**config.mk**
```make
export PLATFORM = sky130hd
export DESIGN_NAME = seg7_count_display_flat
export DESIGN_NICKNAME = d
export VERILOG_FILES = /design/src/rtl/seg7_count_display_if.sv /design/src/rtl/seg7_count_display.sv /design/src/flat_wrapper.sv
export SDC_FILE = /design/constraint.sdc
export NUM_CORES = 1
export LEC_CHECK = 0
export ABC_CLOCK_PERIOD_IN_PS = 5800
export CAP_MARGIN = 20
export CORE_MARGIN = 2
export CORE_UTILIZATION = 41
export DETAILED_ROUTE_END_ITERATION = 12
export HOLD_SLACK_MARGIN = 0.08
export PLACE_DENSITY = 0.71
export SETUP_SLACK_MARGIN = 0.1
export SLEW_MARGIN = 0
export SYNTH_ARGS = -nofsm -noshare
export SYNTH_HDL_FRONTEND = slang
export SYNTH_SLANG_ARGS = --single-unit
```
**constraint.sdc**
```tcl
create_clock -name i_clk -period 5.8 [get_ports i_clk]
set_input_delay 1.45 -clock i_clk [delete_from_list [all_inputs] [get_ports i_clk]]
set_output_delay 1.45 -clock i_clk [all_outputs]
set_load 0.02 [all_outputs]
```
**src/rtl/seg7_count_display_if.sv**
```systemverilog
// Count bus and display pin bundle for seg7_count_display.
// slave  : the display block (consumes i_count, drives the display pins).
// master : the producer/observer side (drives i_count, watches the pins).
// o_dbg_state exposes the converter FSM state (0 = IDLE, 1 = SHIFT).
interface seg7_count_display_if;
  logic [13:0] i_count;
  logic [6:0]  o_seg;
  logic        o_dp;
  logic [3:0]  o_an;
  logic        o_busy;
  logic        o_dbg_state;

  modport master (
    output i_count,
    input  o_seg, o_dp, o_an, o_busy, o_dbg_state
  );

  modport slave (
    input  i_count,
    output o_seg, o_dp, o_an, o_busy, o_dbg_state
  );
endinterface

```
**src/rtl/seg7_count_display.sv**
```systemverilog
// seg7_count_display: binary count -> 4 BCD digits (sequential double-dabble)
// -> multiplexed common-anode 7-segment display, all outputs active-low.
// Optional feature macro: SEG7_LZ_BLANK_EN (leading-zero blanking).
//
// Handshake: there is no valid/ready pair; i_count is a level. The converter
// samples it only in IDLE and starts a conversion whenever it differs from
// the last converted value. o_busy is high for exactly the 14 SHIFT cycles;
// changes of i_count while busy are not queued, IDLE re-compares afterwards.
module seg7_count_display #(
  parameter int CLK_DIV   = 50000,
  parameter int MAX_VALUE = 9999
) (
  input  logic                 i_clk,
  input  logic                 i_rst_n,
  seg7_count_display_if.slave  bus
);

  localparam int            PW       = $clog2(CLK_DIV);
  localparam logic [PW-1:0] PRE_LAST = PW'(CLK_DIV - 1);
  // Nibble value used in the digit register to mean "dash".
  localparam logic [3:0]    DASH_NIB = 4'hA;

  typedef enum logic {S_IDLE = 1'b0, S_SHIFT = 1'b1} state_t;

  state_t        r_state;
  state_t        w_state_nxt;
  logic [13:0]   r_bin;
  logic [13:0]   r_last;
  logic [15:0]   r_bcd;
  logic [3:0]    r_cnt;
  logic [15:0]   r_digits;
  logic [PW-1:0] r_pre;
  logic [1:0]    r_idx;
  logic [6:0]    r_seg;
  logic [3:0]    r_an;

  logic          w_start;
  logic          w_last_shift;
  logic          w_ovf;
  logic [15:0]   w_adj;
  logic [15:0]   w_bcd_shift;
  logic [3:0]    w_digit;
  logic [6:0]    w_seg;
  logic [31:0]   w_last_ext;

  assign w_start      = (r_state == S_IDLE) && (bus.i_count != r_last);
  assign w_last_shift = (r_state == S_SHIFT) && (r_cnt == 4'd13);
  assign w_last_ext   = {18'd0, r_last};
  assign w_ovf        = w_last_ext > 32'(MAX_VALUE);

  // Converter state register.
  always_ff @(posedge i_clk or negedge i_rst_n) begin
    if (!i_rst_n) r_state <= S_IDLE;
    else          r_state <= w_state_nxt;
  end

  // Converter next-state: IDLE starts on a new value, SHIFT runs 14 cycles.
  always_comb begin
    w_state_nxt = r_state;
    case (r_state)
      S_IDLE:  if (w_start)      w_state_nxt = S_SHIFT;
      S_SHIFT: if (w_last_shift) w_state_nxt = S_IDLE;
      default: w_state_nxt = S_IDLE;
    endcase
  end

  // Add-3 correction on every nibble >= 5, then one left shift of {bcd,bin}.
  always_comb begin
    w_adj = r_bcd;
    for (int k = 0; k < 4; k++) begin
      if (r_bcd[4*k +: 4] >= 4'd5) w_adj[4*k +: 4] = r_bcd[4*k +: 4] + 4'd3;
    end
    w_bcd_shift = {w_adj[14:0], r_bin[13]};
  end

  // Conversion datapath; the digit register only loads on the final shift.
  always_ff @(posedge i_clk or negedge i_rst_n) begin
    if (!i_rst_n) begin
      r_bin    <= '0;
      r_last   <= '0;
      r_bcd    <= '0;
      r_cnt    <= '0;
      r_digits <= '0;
    end else if (w_start) begin
      r_bin  <= bus.i_count;
      r_last <= bus.i_count;
      r_bcd  <= '0;
      r_cnt  <= '0;
    end else if (r_state == S_SHIFT) begin
      r_bcd <= w_bcd_shift;
      r_bin <= {r_bin[12:0], 1'b0};
      r_cnt <= r_cnt + 4'd1;
      if (w_last_shift) r_digits <= w_ovf ? {4{DASH_NIB}} : w_bcd_shift;
    end
  end

  // Segment pattern for the digit currently selected by the scan index.
  always_comb begin
    w_digit = r_digits[4*r_idx +: 4];
    case (w_digit)
      4'd0:    w_seg = 7'b1000000;
      4'd1:    w_seg = 7'b1111001;
      4'd2:    w_seg = 7'b0100100;
      4'd3:    w_seg = 7'b0110000;
      4'd4:    w_seg = 7'b0011001;
      4'd5:    w_seg = 7'b0010010;
      4'd6:    w_seg = 7'b0000010;
      4'd7:    w_seg = 7'b1111000;
      4'd8:    w_seg = 7'b0000000;
      4'd9:    w_seg = 7'b0010000;
      DASH_NIB: w_seg = 7'b0111111;
      default: w_seg = 7'b1111111;
    endcase
`ifdef SEG7_LZ_BLANK_EN
    // Digit k blanks when it and every higher digit are zero; dash nibbles
    // are non-zero so the overflow pattern is never blanked.
    if (r_idx == 2'd3 && r_digits[15:12] == 4'd0)
      w_seg = 7'b1111111;
    if (r_idx == 2'd2 && r_digits[15:8] == 8'd0)
      w_seg = 7'b1111111;
    if (r_idx == 2'd1 && r_digits[15:4] == 12'd0)
      w_seg = 7'b1111111;
`endif
  end

  // Scan prescaler/index and registered anode/segment drivers.
  always_ff @(posedge i_clk or negedge i_rst_n) begin
    if (!i_rst_n) begin
      r_pre <= '0;
      r_idx <= '0;
      r_seg <= 7'h7F;
      r_an  <= 4'hF;
    end else begin
      if (r_pre == PRE_LAST) begin
        r_pre <= '0;
        r_idx <= r_idx + 2'd1;
      end else begin
        r_pre <= r_pre + 1'b1;
      end
      r_an  <= ~(4'b0001 << r_idx);
      r_seg <= w_seg;
    end
  end

  assign bus.o_seg       = r_seg;
  assign bus.o_an        = r_an;
  assign bus.o_dp        = 1'b1;
  assign bus.o_busy      = (r_state == S_SHIFT);
  assign bus.o_dbg_state = r_state;

endmodule
```
**src/flat_wrapper.sv**
```systemverilog
// flat-port wrapper written by rule: the top's interface ports become plain ports
module seg7_count_display_flat 
#(
  parameter int CLK_DIV   = 50000,
  parameter int MAX_VALUE = 9999
)
  (i_clk, i_rst_n, bus_i_count, bus_o_seg, bus_o_dp, bus_o_an, bus_o_busy, bus_o_dbg_state);
  seg7_count_display_if bus_i ();
  input  logic i_clk;
  input  logic i_rst_n;
  input wire logic [$bits(bus_i.i_count)-1:0] bus_i_count;
  output wire logic [$bits(bus_i.o_seg)-1:0] bus_o_seg;
  output wire logic [$bits(bus_i.o_dp)-1:0] bus_o_dp;
  output wire logic [$bits(bus_i.o_an)-1:0] bus_o_an;
  output wire logic [$bits(bus_i.o_busy)-1:0] bus_o_busy;
  output wire logic [$bits(bus_i.o_dbg_state)-1:0] bus_o_dbg_state;
  assign bus_i.i_count = bus_i_count;
  assign bus_o_seg = bus_i.o_seg;
  assign bus_o_dp = bus_i.o_dp;
  assign bus_o_an = bus_i.o_an;
  assign bus_o_busy = bus_i.o_busy;
  assign bus_o_dbg_state = bus_i.o_dbg_state;
  seg7_count_display #(.CLK_DIV(CLK_DIV), .MAX_VALUE(MAX_VALUE)) u_core (.i_clk(i_clk), .i_rst_n(i_rst_n), .bus(bus_i));
endmodule
```
==> run_results.csv <==
group,metric,value,unit
timing,holdWs,0.4903,ns
logic_synthesis,ys_seq_area_share,50.05,%
power_and_ir_drop,p_sw,917.2,uW
floorplanning,core_area,11320,sq um
critical_path,criticalPathCategory,"primary input to flop",
cts,cts_max_level,3,
logic_synthesis,synth_most_common_cell,"dfrtp_1",
critical_path,crit_required,6.02,ns
logic_synthesis,async_flop_share,100.0,%
power_and_ir_drop,p_comb_share,37.0,%
floorplanning,die_x,111.4,um
logic_synthesis,synth-xor-area-share,6.485,%
routing,vias,3167,
timing,tightest_slew,0.7444,ns
logic_synthesis,synthAdderAreaFrac,5.294,%
critical_path,crit_path_start_kind,"primary input",
routing,drtIter0Drc,192,
critical_path,critPathArrivalTime,3.64,ns
critical_path,crit_fanout,25,
cells_and_area,nets,501,
global_routing,grt_pass1_vias,3313,
critical_path,reg2reg_from,"u_core.bus.o_busy$_DFF_PN0_",
logic_synthesis,synthFlopType,"dfrtp_1",
power_and_ir_drop,ir_drop,0.2583,mV
run,cap_violations,0,
critical_path,slowest_delay,0.45,ns
power_and_ir_drop,clkPwrFrac,20.9,%
floorplanning,io_pins,30,
cts,clockRootBuffer,"clkbuf_16",
cts,clock_sinks,94,
logic_synthesis,yosys_warnings,0,
cells_and_area,multi_input_area,2167,sq um
routing,drc_errors,0,
cts,cts-resized-gates,0,
floorplanning,start_util,41.76,%
cts,cts_setup_buffers,0,
status,status,"finished clean",
global_routing,grt_pass1_wl,15730,um
logic_synthesis,synth_edf_count,0,
critical_path,timing.critical_path.from,"bus_i_count[0]",
cells_and_area,drive_above_1_share,13.40,%
floorplanning,dieArea,12400,sq um
cts,clkLatencyLatePin,0.34,ns
cts,cts_hold_buf,0,
cells_and_area,filler_cell_count,1041,
worst_hold_path,hold_start,"u_core.r_digits[8]$_DFFE_PN0P_",
timing,rsz0062_at_grt,"no",
power_and_ir_drop,p_leak,0.002409,uW
logic_synthesis,synth_top_family_by_area,"simple AND/OR/NAND/NOR gates",
timing,drv_slew,0,
placed_design,postPlaceCellArea,5107,sq um
routing,routed_wl,9086,um
timing,fin_crit,3.415,ns
routing,vias_per_cell,5.166,
cts,clk_pin_slew,0.06,ns
global_routing,antenna_found_initial,0,
timing,fmax,0.2929,GHz
critical_path,cp_num_buf_inv,2,
logic_synthesis,synth.largest_area_cell,"dfrtp_1",
logic_synthesis,synth-simple-area-share,14.37,%
logic_synthesis,ys_ff_latch,94,
power_and_ir_drop,swShare,35.13,%
logic_synthesis,synth_top_area_share,43.94,%
global_routing,grt_max_degree,69,
cells_and_area,area_growth,13.82,%
floorplanning,core.rowCount,39,
routing,final_antenna_net_count,0,
timing,skew,0.005320,ns
critical_path,crit_family,"buffers and inverters",
global_routing,grtUsageTotal,15.67,%
routing,wire_per_inst,14.82,um
cts,tritoncts.num_buffers,9,
worst_hold_path,hold_path_class,"flop to flop",
critical_path,critPathSlowestCell,"clkdlybuf4s50_1",
critical_path,r2r_slack,3.28,ns
logic_synthesis,syn_nets,476,
timing,tns,0,ns
floorplanning,die_h,111.4,um
placed_design,dp_hpwl,6254,um
logic_synthesis,synth_area_per_cell,10.74,sq um
cts,clk_path_buf_depth,2,
critical_path,worstPathCellList,"clkdlybuf4s50_1 -> xor2_1 -> nor4_1 -> and4_1 -> buf_4 -> mux2_4 -> mux2_2",
logic_synthesis,syn_area,4727,sq um
power_and_ir_drop,p_seq_share,42.1,%
routing,dr.pass1.iters,4,
power_and_ir_drop,power_density,485.2,nW/um^2
logic_synthesis,synthCells,440,
cells_and_area,seqCellArea,2367,sq um
power_and_ir_drop,p_int,1693,uW
cells_and_area,num_antenna_cells,0,
logic_synthesis,muxShareOfSynthArea,11.36,%
cells_and_area,stdcell_area,5380,sq um
global_routing,grt_overflow_total,0,
logic_synthesis,synth.distinct_cells,39,
placed_design,finalWeightedCongestion,0.7925,
critical_path,end_kind,"flop",
timing,finalHoldViolations,0,
logic_synthesis,synth_area_leaders,"dfrtp_1 44%, dfstp_2 6.1%, ha_1 5.3%",
logic_synthesis,netlist_top_cells_count,"83 x dfrtp_1, 55 x nand2_1, 31 x a21oi_1, 30 x nor2_1",
placed_design,io_buffers,28,
timing,maxSlewHeadroom,50.37,%
cts,tritoncts,"yes",
timing,fin_crit_sh,58.87,%
logic_synthesis,synth_compound_area_share,8.258,%
timing,setup_violations,0,
-- layout by cell type (no fill, tap or decap), types with 16 or more instances in the layout --
cell type / count
clkdlybuf4s50_1: 27
dfrtp_1: 82
nor2_1: 30
nand2_1: 55
mux2_2: 16
xor2_1: 23
ha_1: 20
inv_1: 23
a21oi_1: 31
-- state kept, by name, indices dropped and copies added, names as in the netlist, 4 cells and up --
| signal | flops |
|---|---|
| u_core.r_bcd | 16 |
| u_core.r_last | 14 |
| u_core.bus.o_an | 4 |
| u_core.r_cnt | 4 |
| u_core.r_pre | 16 |
| u_core.bus.o_seg | 7 |
| u_core.r_digits | 16 |
| u_core.r_bin | 14 |
-- worst reg2reg max path, delay by kind of cell, from the launching register on --
kind	cells	cell delay, ns
buf+inv	1	0.60
simple gates	1	0.61
compound gates	2	0.79
flops	1	0.37
-- power groups by stage --
stage               sequential [uW]  combinational, uW  clock (uW)
floorplan                      1090                702           0
global placement               1090                930           0
detailed placement             1110                967           0
CTS                            1100                976         560
global route                   1130               1090         586
finish                         1100                966         546
-- per-layer routing --
metal	vias to the layer above	part of all wire (%)	track usage, %
met5	-	0	0
met4	0	2.1	6.008
met3	16	3.2	3.811
met2	60	49	26.75
met1	1543	46	19.33
li1	1548	-	-
-- path summary, 6_finish.rpt --
path / endpoint / cells after the start
hold reg to reg: u_core.r_digits[8]$_DFFE_PN0P_ / 2
setup / recovery: u_core.r_bin[8]$_DFFE_PN0P_ / 7
hold / removal: u_core.r_digits[8]$_DFFE_PN0P_ / 2
setup reg to reg: u_core.r_digits[7]$_DFFE_PN0P_ / 4
max in group asynchronous: u_core.bus.o_seg[6]$_DFF_PN1_ / 2
min in group asynchronous: u_core.r_last[3]$_DFFE_PN0P_ / 1
-- kinds of logic after synthesis --
logic type	after synthesis
buffers and inverters	41
adders and majority gates	20
muxes	41
and+or+nand+nor	141
other	1
DFF	94
AOI/OAI and AO/OA	67
xor gates and xnor gates	35
-- stage by stage --
step                instances  worst slack (ns)  power (uW)  utilization (%)
floorplan                 440             2.861        1793                -
global placement          597             2.061        2025            45.11
detailed placement        597             2.020        2074            45.11
CTS                       613             2.382        2633            47.52
global route              613             2.090        2808            47.52
finish                    613             2.385        2611            47.52
-- cell type report --
type	count	area share, %
well taps	143	3.326
clock inverters	1	0.09302
multi-input cells	305	40.28
repair buffers	32	5.721
flip-flops and latches	94	44.00
clock buffers	15	4.977
inverters	23	1.605
(Power assumes the default switching activity.)
